### src/rtl/alarm_sequencer.sv
// Debounces the alarm request, runs a timed siren/blink sequence, then latches the lamp until acknowledged.
// All outputs are registered Moore outputs; rst clears everything asynchronously.
module alarm_sequencer #(
    parameter int DEB_CYCLES   = 4,
    parameter int ALARM_CYCLES = 16,
    parameter int BLINK_HALF   = 2,
    parameter int CNT_W        = 8
) (
    input  logic       clk,
    input  logic       rst,
    input  logic       l_in,
    input  logic       ack,
    output logic       siren,
    output logic       lamp,
    output logic [1:0] state,
    output logic [3:0] alarm_cnt
);

    typedef enum logic [1:0] {
        IDLE     = 2'd0,
        DEBOUNCE = 2'd1,
        ALARM    = 2'd2,
        HOLD     = 2'd3
    } state_t;

    localparam logic [CNT_W-1:0] DEB_LAST   = CNT_W'(DEB_CYCLES - 1);
    localparam logic [CNT_W-1:0] ALARM_LAST = CNT_W'(ALARM_CYCLES - 1);
    localparam logic [CNT_W-1:0] BLINK_LAST = CNT_W'(BLINK_HALF - 1);

    state_t           st;
    logic [CNT_W-1:0] deb_cnt;
    logic [CNT_W-1:0] timer;
    logic [CNT_W-1:0] blink;
    logic             go_alarm;

    // A single-cycle debounce lets IDLE jump straight into ALARM.
    assign go_alarm = l_in && (((st == IDLE) && (DEB_CYCLES == 1)) ||
                               ((st == DEBOUNCE) && (deb_cnt == DEB_LAST)));

    assign state = st;

    always_ff @(posedge clk or posedge rst) begin
        if (rst) begin
            st        <= IDLE;
            siren     <= 1'b0;
            lamp      <= 1'b0;
            alarm_cnt <= 4'd0;
            deb_cnt   <= '0;
            timer     <= '0;
            blink     <= '0;
        end else if (go_alarm) begin
            st      <= ALARM;
            siren   <= 1'b1;
            lamp    <= 1'b1;
            timer   <= '0;
            blink   <= '0;
            deb_cnt <= '0;
            if (alarm_cnt != 4'd15)
                alarm_cnt <= alarm_cnt + 4'd1;
        end else begin
            case (st)
                IDLE: begin
                    if (l_in) begin
                        st      <= DEBOUNCE;
                        deb_cnt <= CNT_W'(1);
                    end
                end
                DEBOUNCE: begin
                    if (!l_in) begin
                        st      <= IDLE;
                        deb_cnt <= '0;
                    end else begin
                        deb_cnt <= deb_cnt + CNT_W'(1);
                    end
                end
                ALARM: begin
                    // Acknowledge wins over a coincident timeout.
                    if (ack) begin
                        st    <= IDLE;
                        siren <= 1'b0;
                        lamp  <= 1'b0;
                    end else if (timer == ALARM_LAST) begin
                        st    <= HOLD;
                        siren <= 1'b0;
                        lamp  <= 1'b1;
                    end else begin
                        timer <= timer + CNT_W'(1);
                        if (blink == BLINK_LAST) begin
                            blink <= '0;
                            lamp  <= ~lamp;
                        end else begin
                            blink <= blink + CNT_W'(1);
                        end
                    end
                end
                HOLD: begin
                    if (ack && !l_in) begin
                        st   <= IDLE;
                        lamp <= 1'b0;
                    end
                end
                default: st <= IDLE;
            endcase
        end
    end

endmodule

### config.mk
export PLATFORM = sky130hd
export DESIGN_NAME = alarm_sequencer
export DESIGN_NICKNAME = d
export VERILOG_FILES = /design/src/rtl/alarm_sequencer.sv
export SDC_FILE = /design/constraint.sdc
export NUM_CORES = 1
export LEC_CHECK = 0
export BUFFER_PORTS_ARGS = -buffer_cell sky130_fd_sc_hd__buf_2
export CORE_ASPECT_RATIO = 1.25
export CORE_MARGIN = 4
export CORE_UTILIZATION = 25
export DETAILED_ROUTE_END_ITERATION = 7
export GPL_ROUTABILITY_DRIVEN = 0
export PLACE_DENSITY = 0.46
export RECOVER_POWER = 100
export SYNTH_ARGS = -nofsm -noshare
export SYNTH_HDL_FRONTEND = slang
export SYNTH_SLANG_ARGS = --single-unit
### constraint.sdc
create_clock -name clk -period 2.15 [get_ports clk]
set_input_delay 0.645 -clock clk [delete_from_list [all_inputs] [get_ports clk]]
set_output_delay 0.645 -clock clk [all_outputs]
set_load 0.02 [all_outputs]
==> run_results.csv, run 1 <==
group,metric,value,unit
drt,num_vias,1356,
global_routing,grt_max_degree,33,
worst_setup_path,cp_top_family,"simple AND/OR/NAND/NOR gates",
timing,setup_viol,0,
global_routing,gr-usage-all-layers,8.884,%
worst_setup_path,crit_path_cell_trace,"ha_1 -> nor4b_4 -> and3_1 -> nand4_1 -> mux2_1",
place,place_inst,277,
synthesis,synthArstFlopShare,100.0,%
timing,hold_violations,0,
floorplanning,core,0.006977,mm²
drt,wl_met1,1.597,mm
floorplanning,die_w,83.77,µm
floorplanning,start_util,25.72,%
timing,rsz0062_at_grt,"false",
timing,fmax,520.0,MHz
synthesis,seq_area_frac_synth,44.63,%
final_layout,multiInputGateArea,917.1,µm²
synthesis,synthesis.nets,183,
worst_setup_path,path_class,"register to register",
synthesis,yosysTopAreaCell,"dfrtp_1",
worst_setup_path,crit_fanout,10,
synthesis,synth_edf_count,0,
min_path,hold_class,"register to register",
clock_tree,tritoncts,"done",
place,numPortBuffers,11,
clock_tree,clockBufferDepth,2,
worst_setup_path,slowest_stage,"and3_1",
worst_setup_path,critPathMaxStageDelay,450,ps
drt,drc,0,
global_routing,grt_pass1_vias,1348,
synthesis,synth_top_area_share,44.63,%
synthesis,yosysWarnings,0,
final_layout,layout_common_cells,"32 x dfrtp_1, 12 x clkbuf_1, 11 x nand2_1",
worst_setup_path,arrival,2090,ps
power_and_ir_drop,ir_worst_vdd,0.6353,mV
worst_setup_path,endpoint,"alarm_cnt[3]$_DFFE_PP0P_",
final_layout,nNetsFinal,203,
worst_setup_path,crit_required,2310,ps
worst_setup_path,crit_start,"deb_cnt[0]$_DFFE_PP0P_",
floorplanning,io_pins,12,
worst_setup_path,worstRegToRegCells,5,
drt,drt-total-wl,3.537,mm
final_layout,nFillCells,758,
timing,fin_setup_tns,0,ps
worst_setup_path,end_kind,"register",
global_routing,grt_overflow,0,
floorplanning,die_h,102.7,µm
drt,ant_nets,0,
synthesis,ys.flop_type,"dfrtp_1",
synthesis,yosysUniqueCellTypes,56,
floorplanning,dieArea,0.008604,mm²
timing,tightest_slew,814.8,ps
power_and_ir_drop,powerDensity,892.8,mW/mm²
worst_setup_path,path_buf_inv,0,
clock_tree,post-cts-setup-buffers,0,
global_routing,grt_pass1_wl,6.196,mm
synthesis,postSynthAreaPerCell,10.31,µm²
final_layout,n_antenna_cell,0,
clock_tree,h-tree-depth,2,
timing,drv_slew,0,
floorplanning,rows,34,
worst_setup_path,r2r-start,"deb_cnt[0]$_DFFE_PP0P_",
run,cap_violations,0,
timing,slew_headroom,45.68,%
drt,dr_wl_met2,1.800,mm
worst_setup_path,r2r_slack,230,ps
final_layout,syn2layout_area_growth,14.64,%
global_routing,antenna_found_initial,0,
status,status,"completed",
clock_tree,path_clk_slew,70,ps
synthesis,yosys-top-cells-area,"dfrtp_1 45%, ha_1 3.5%, nand3_1 2.8%",
worst_setup_path,r2r-end,"alarm_cnt[3]$_DFFE_PP0P_",
final_layout,final_common_cell,"dfrtp_1",
clock_tree,insertion_delay,280,ps
synthesis,synth-seq-cells,32,
power_and_ir_drop,p_leak,0.9527,nW
drt,drt-pass1-iter-count,4,
drt,first_iter_violations,60,
drt,post_drt_wl_per_cell,12.41,µm
drt,wl_met3,80,µm
timing,fin_skew,8.277,ps
timing,period_minus_slack,1923,ps
final_layout,stdcell_count,285,
clock_tree,cts_buffers,5,
worst_setup_path,cp.depth,5,
timing,post-route-period-util,89.44,%
place,hpwl,2.611,mm
clock_tree,cts-root-buf,"clkbuf_8",
clock_tree,cts_hold_buffers,0,
drt,routed_via_density,4.758,
synthesis,synthCells,174,
clock_tree,post_cts_resized,0,
synthesis,synth_area,0.001794,mm²
worst_setup_path,critPathLaunchType,"register",
drt,maxUsedRoutingLayer,"met4",
final_layout,layout-drive-gt1-share,14.36,%
clock_tree,cts_sinks,32,
final_layout,seqCellArea,800.8,µm²
-- synthesized netlist by cell type (3+ instances only) --
cell type / instances
inv_1: 8
xor2_1: 3
and3_1: 7
nor3_1: 8
a211o_1: 3
nand2_1: 11
mux2i_1: 4
ha_1: 5
nor2_1: 10
a21o_1: 5
o21ai_0: 5
a21oi_1: 3
xnor2_1: 5
nand2b_1: 4
dfrtp_1: 32
nand4_1: 4
nand3_1: 10
-- layer usage --
layer  track usage (%)  up-vias
li1                  -      676
met2             16.23       16
met4             3.713        0
met1             10.05      657
met3             1.998        7
met5                 0        -
-- per-stage QoR --
step	setup slack, ps	utilization, %	total power [mW]	area [µm²]	hold slack (ps)
floorplan	436.0	-	1.167	1794	473.9
global placement	133.4	28.32	1.308	1976	468.1
detailed placement	131.5	28.32	1.308	1976	463.4
CTS	180.8	29.86	1.885	2083	456.1
global route	19.57	29.48	1.968	2057	507.7
finish	227.0	29.48	1.837	2057	477.9
-- sequential cells by signal, summed over array words and instances, names as in the netlist --
register and flops:
timer 8, siren 1, state 2, deb_cnt 8, blink 8, lamp 1, alarm_cnt 4
-- where the power goes --
group / internal, mW / total, mW / leakage [nW] / switching [mW]
Sequential: 0.717 / 0.839 / 0.426 / 0.122
Clock: 0.344 / 0.564 / 0.0552 / 0.221
Combinational: 0.187 / 0.433 / 0.472 / 0.246
-- worst min-delay path by stage --
stage	endpoint	slack [ps]	cells after the start	startpoint
after global routing	siren$_DFFE_PP0P_	510	1	siren$_DFFE_PP0P_
after global placement	siren$_DFFE_PP0P_	470	1	siren$_DFFE_PP0P_
final	siren$_DFFE_PP0P_	480	1	siren$_DFFE_PP0P_
after CTS	alarm_cnt[2]$_DFFE_PP0P_	460	3	rst
after floorplan	blink[7]$_DFFE_PP0P_	470	1	blink[7]$_DFFE_PP0P_
after detailed placement	siren$_DFFE_PP0P_	460	1	siren$_DFFE_PP0P_
-- layout make-up --
class                           instances  area share, %
Sequential cell                        32          38.93
Timing Repair Buffer                   19          4.319
Inverter                                8          1.460
Tap cell                               90          5.474
Clock buffer                            6          3.528
Multi-Input combinational cell        128          44.59
Clock inverter                          2          1.703
-- cell families (layout without fill, tap and decap cells) --
kind of cell               Yosys count  in the layout  synth area share (%)
DFF                                 32             32                 44.63
xor gates and xnor gates             8              8                 3.905
adders and majority gates            5              5                 3.487
buffers and inverters               14             35                 4.253
and+or+nand+nor                     73             73                 24.06
AOI/OAI and AO/OA                   35             35                 15.55
muxes                                7              7                 4.114
No activity file was read; power rests on OpenSTA's default activity.
==> run 2: changes to the inputs <==
--- a/config.mk
+++ b/config.mk
@@ -5,7 +5,9 @@
 export SDC_FILE = /design/constraint.sdc
 export NUM_CORES = 1
 export LEC_CHECK = 0
+export ABC_AREA = 1
 export BUFFER_PORTS_ARGS = -buffer_cell sky130_fd_sc_hd__buf_2
+export CAP_MARGIN = 5
 export CORE_ASPECT_RATIO = 1.25
 export CORE_MARGIN = 4
 export CORE_UTILIZATION = 25
==> run 2 against run 1 <==
Final cell count rose by 12%. Non-clock buffer count fell by 7. Combinational power rose by 110%. Hold slack improved by 28 ps. Global-route usage rose by 0.49 points. Clock power fell by 26%. Synthesized cell count rose by 21%. Sequential share of layout area rose by 0.50 points.
==> run_results.csv, run 2 <==
group,metric,value,unit
synthesis,synth_edf_count,0,
worst_setup_path,end_kind,"register",
synthesis,seq_area_frac_synth,44.08,%
timing,fmax,565.7,MHz
timing,slew_headroom,43.74,%
drt,first_iter_violations,66,
synthesis,synthesis.nets,220,
global_routing,grt_overflow,0,
synthesis,yosysTopAreaCell,"dfrtp_1",
place,hpwl,2.724,mm
floorplanning,start_util,25.88,%
synthesis,yosys-top-cells-area,"dfrtp_1 44%, nand2_1 9.3%, xor2_1 4.8%",
place,place_inst,313,
clock_tree,cts_buffers,5,
timing,rsz0062_at_grt,"false",
worst_setup_path,path_class,"register to register",
floorplanning,dieArea,0.008703,mm²
power_and_ir_drop,ir_worst_vdd,0.3973,mV
synthesis,postSynthAreaPerCell,8.610,µm²
final_layout,stdcell_area,0.002031,mm²
drt,drt-pass1-iter-count,4,
final_layout,layout_common_cells,"48 x nand2_1, 32 x dfrtp_1, 19 x inv_1",
worst_setup_path,critPathLaunchType,"register",
synthesis,yosysMostFrequentCell,"nand2_1",
worst_setup_path,arrival,1940,ps
global_routing,grt_pass1_vias,1366,
global_routing,antenna_found_initial,0,
worst_setup_path,crit_fanout,10,
floorplanning,die_h,103.3,µm
synthesis,ys.flop_type,"dfrtp_1",
clock_tree,cts-root-buf,"clkbuf_8",
run,cap_violations,0,
clock_tree,tritoncts,"done",
status,status,"completed",
final_layout,top_regs,"blink x8, deb_cnt x8, timer x8",
drt,drt-total-wl,3.734,mm
clock_tree,path_clk_slew,60,ps
floorplanning,rows,34,
clock_tree,cts_sinks,32,
synthesis,synthCells,211,
synthesis,synth-seq-cells,32,
drt,routed_via_density,4.462,
global_routing,grt_max_degree,33,
min_path,hold_class,"register to register",
floorplanning,core,0.007019,mm²
final_layout,final_common_cell,"nand2_1",
place,numPortBuffers,11,
clock_tree,cts_hold_buffers,0,
final_layout,stdcell_count,318,
global_routing,grt_pass1_wl,6.403,mm
final_layout,syn2layout_area_growth,11.78,%
clock_tree,clockBufferDepth,2,
timing,drv_slew,0,
synthesis,yosys-top-cells-count,"45 x nand2_1, 32 x dfrtp_1, 17 x inv_1, 17 x nand3_1, 12 x nor2_1",
floorplanning,io_pins,12,
synthesis,synth_area,0.001817,mm²
synthesis,synthArstFlopShare,100.0,%
clock_tree,post-cts-setup-buffers,0,
clock_tree,h-tree-depth,2,
synthesis,yosysUniqueCellTypes,28,
final_layout,n_antenna_cell,0,
timing,post-route-period-util,82.21,%
global_routing,gr-usage-all-layers,9.374,%
worst_setup_path,crit_required,2320,ps
drt,post_drt_wl_per_cell,11.74,µm
drt,ant_nets,0,
timing,hold_violations,0,
clock_tree,post_cts_resized,0,
synthesis,yosysWarnings,0,
drt,drc,0,
final_layout,layout-drive-gt1-share,11.84,%
power_and_ir_drop,p_leak,0.9377,nW
power_and_ir_drop,power,2.297,mW
timing,period_minus_slack,1768,ps
final_layout,nNetsFinal,239,
synthesis,synth_top_area_share,44.08,%
power_and_ir_drop,powerDensity,1131,mW/mm²
timing,setup_viol,0,
timing,fin_skew,5.753,ps
clock_tree,insertion_delay,280,ps
timing,tightest_slew,844.0,ps
place,placed_area,0.001992,mm²
floorplanning,die_w,84.25,µm
drt,num_vias,1419,
timing,fin_setup_tns,0,ps
-- run 2: cell families (layout without fill, tap and decap cells) --
logic type / after synthesis / after routing / share of synthesized area (%)
compound gates: 30 / 30 / 9.848
xor+xnor: 17 / 17 / 8.609
fa+ha+maj: 5 / 5 / 3.444
buf+inv: 23 / 40 / 5.165
flops: 32 / 32 / 44.08
simple gates: 104 / 104 / 28.86
-- run 2: final timing paths --
kind / startpoint / end / slack (ps) / depth (start not counted)
max: timer[0]$_DFFE_PP0P_ / lamp$_DFFE_PP0P_ / 380 / 8
min: timer[0]$_DFFE_PP0P_ / timer[0]$_DFFE_PP0P_ / 510 / 1
max reg2reg: timer[0]$_DFFE_PP0P_ / lamp$_DFFE_PP0P_ / 380 / 8
min reg2reg: timer[0]$_DFFE_PP0P_ / timer[0]$_DFFE_PP0P_ / 510 / 1
max in group asynchronous: rst / deb_cnt[3]$_DFFE_PP0P_ / 1010 / 3
min in group asynchronous: rst / blink[2]$_DFFE_PP0P_ / 610 / 3
-- run 2: power breakdown --
part           leakage [nW]  switching, mW  internal, mW
Sequential            0.419          0.205         0.789
Combinational         0.483          0.558         0.329
Clock                0.0359          0.207         0.208
Total                 0.938          0.970          1.33
-- run 2: layout make-up --
class / count / area, µm²
clock buffers: 5 / 68.82
multi-input cells: 156 / 904.6
fillers: 752 / 4989
repair buffers: 12 / 50.05
well taps: 90 / 112.6
inverters: 23 / 93.84
flip-flops and latches: 32 / 800.8
-- run 2: metrics by stage --
stage,hold slack (ps),worst slack (ps),utilization (%)
after floorplan,467.4,649.3,-
after global placement,508.2,416.5,28.38
after detailed placement,500.7,381.1,28.38
after CTS,470.6,517.8,29.36
after global routing,530.5,234.0,28.93
final,505.9,382.4,28.93
-- run 2: routing by layer --
metal	vias up	part of all wire, %	GRT usage (%)
li1	740	-	-
met1	659	48	11.92
met2	15	47	15.37
met3	5	3.1	2.615
met4	0	1.5	3.342
met5	-	0	0
-- run 2: worst max-delay path, stage by stage, from the launching register on --
cell and delay (ps):
dfrtp_1 380, ha_1 200, nand3_1 280, nor2_4 230, nor2_4 60, nand2_1 270
nand3_1 120, nand2_1 70, nand2_1 50
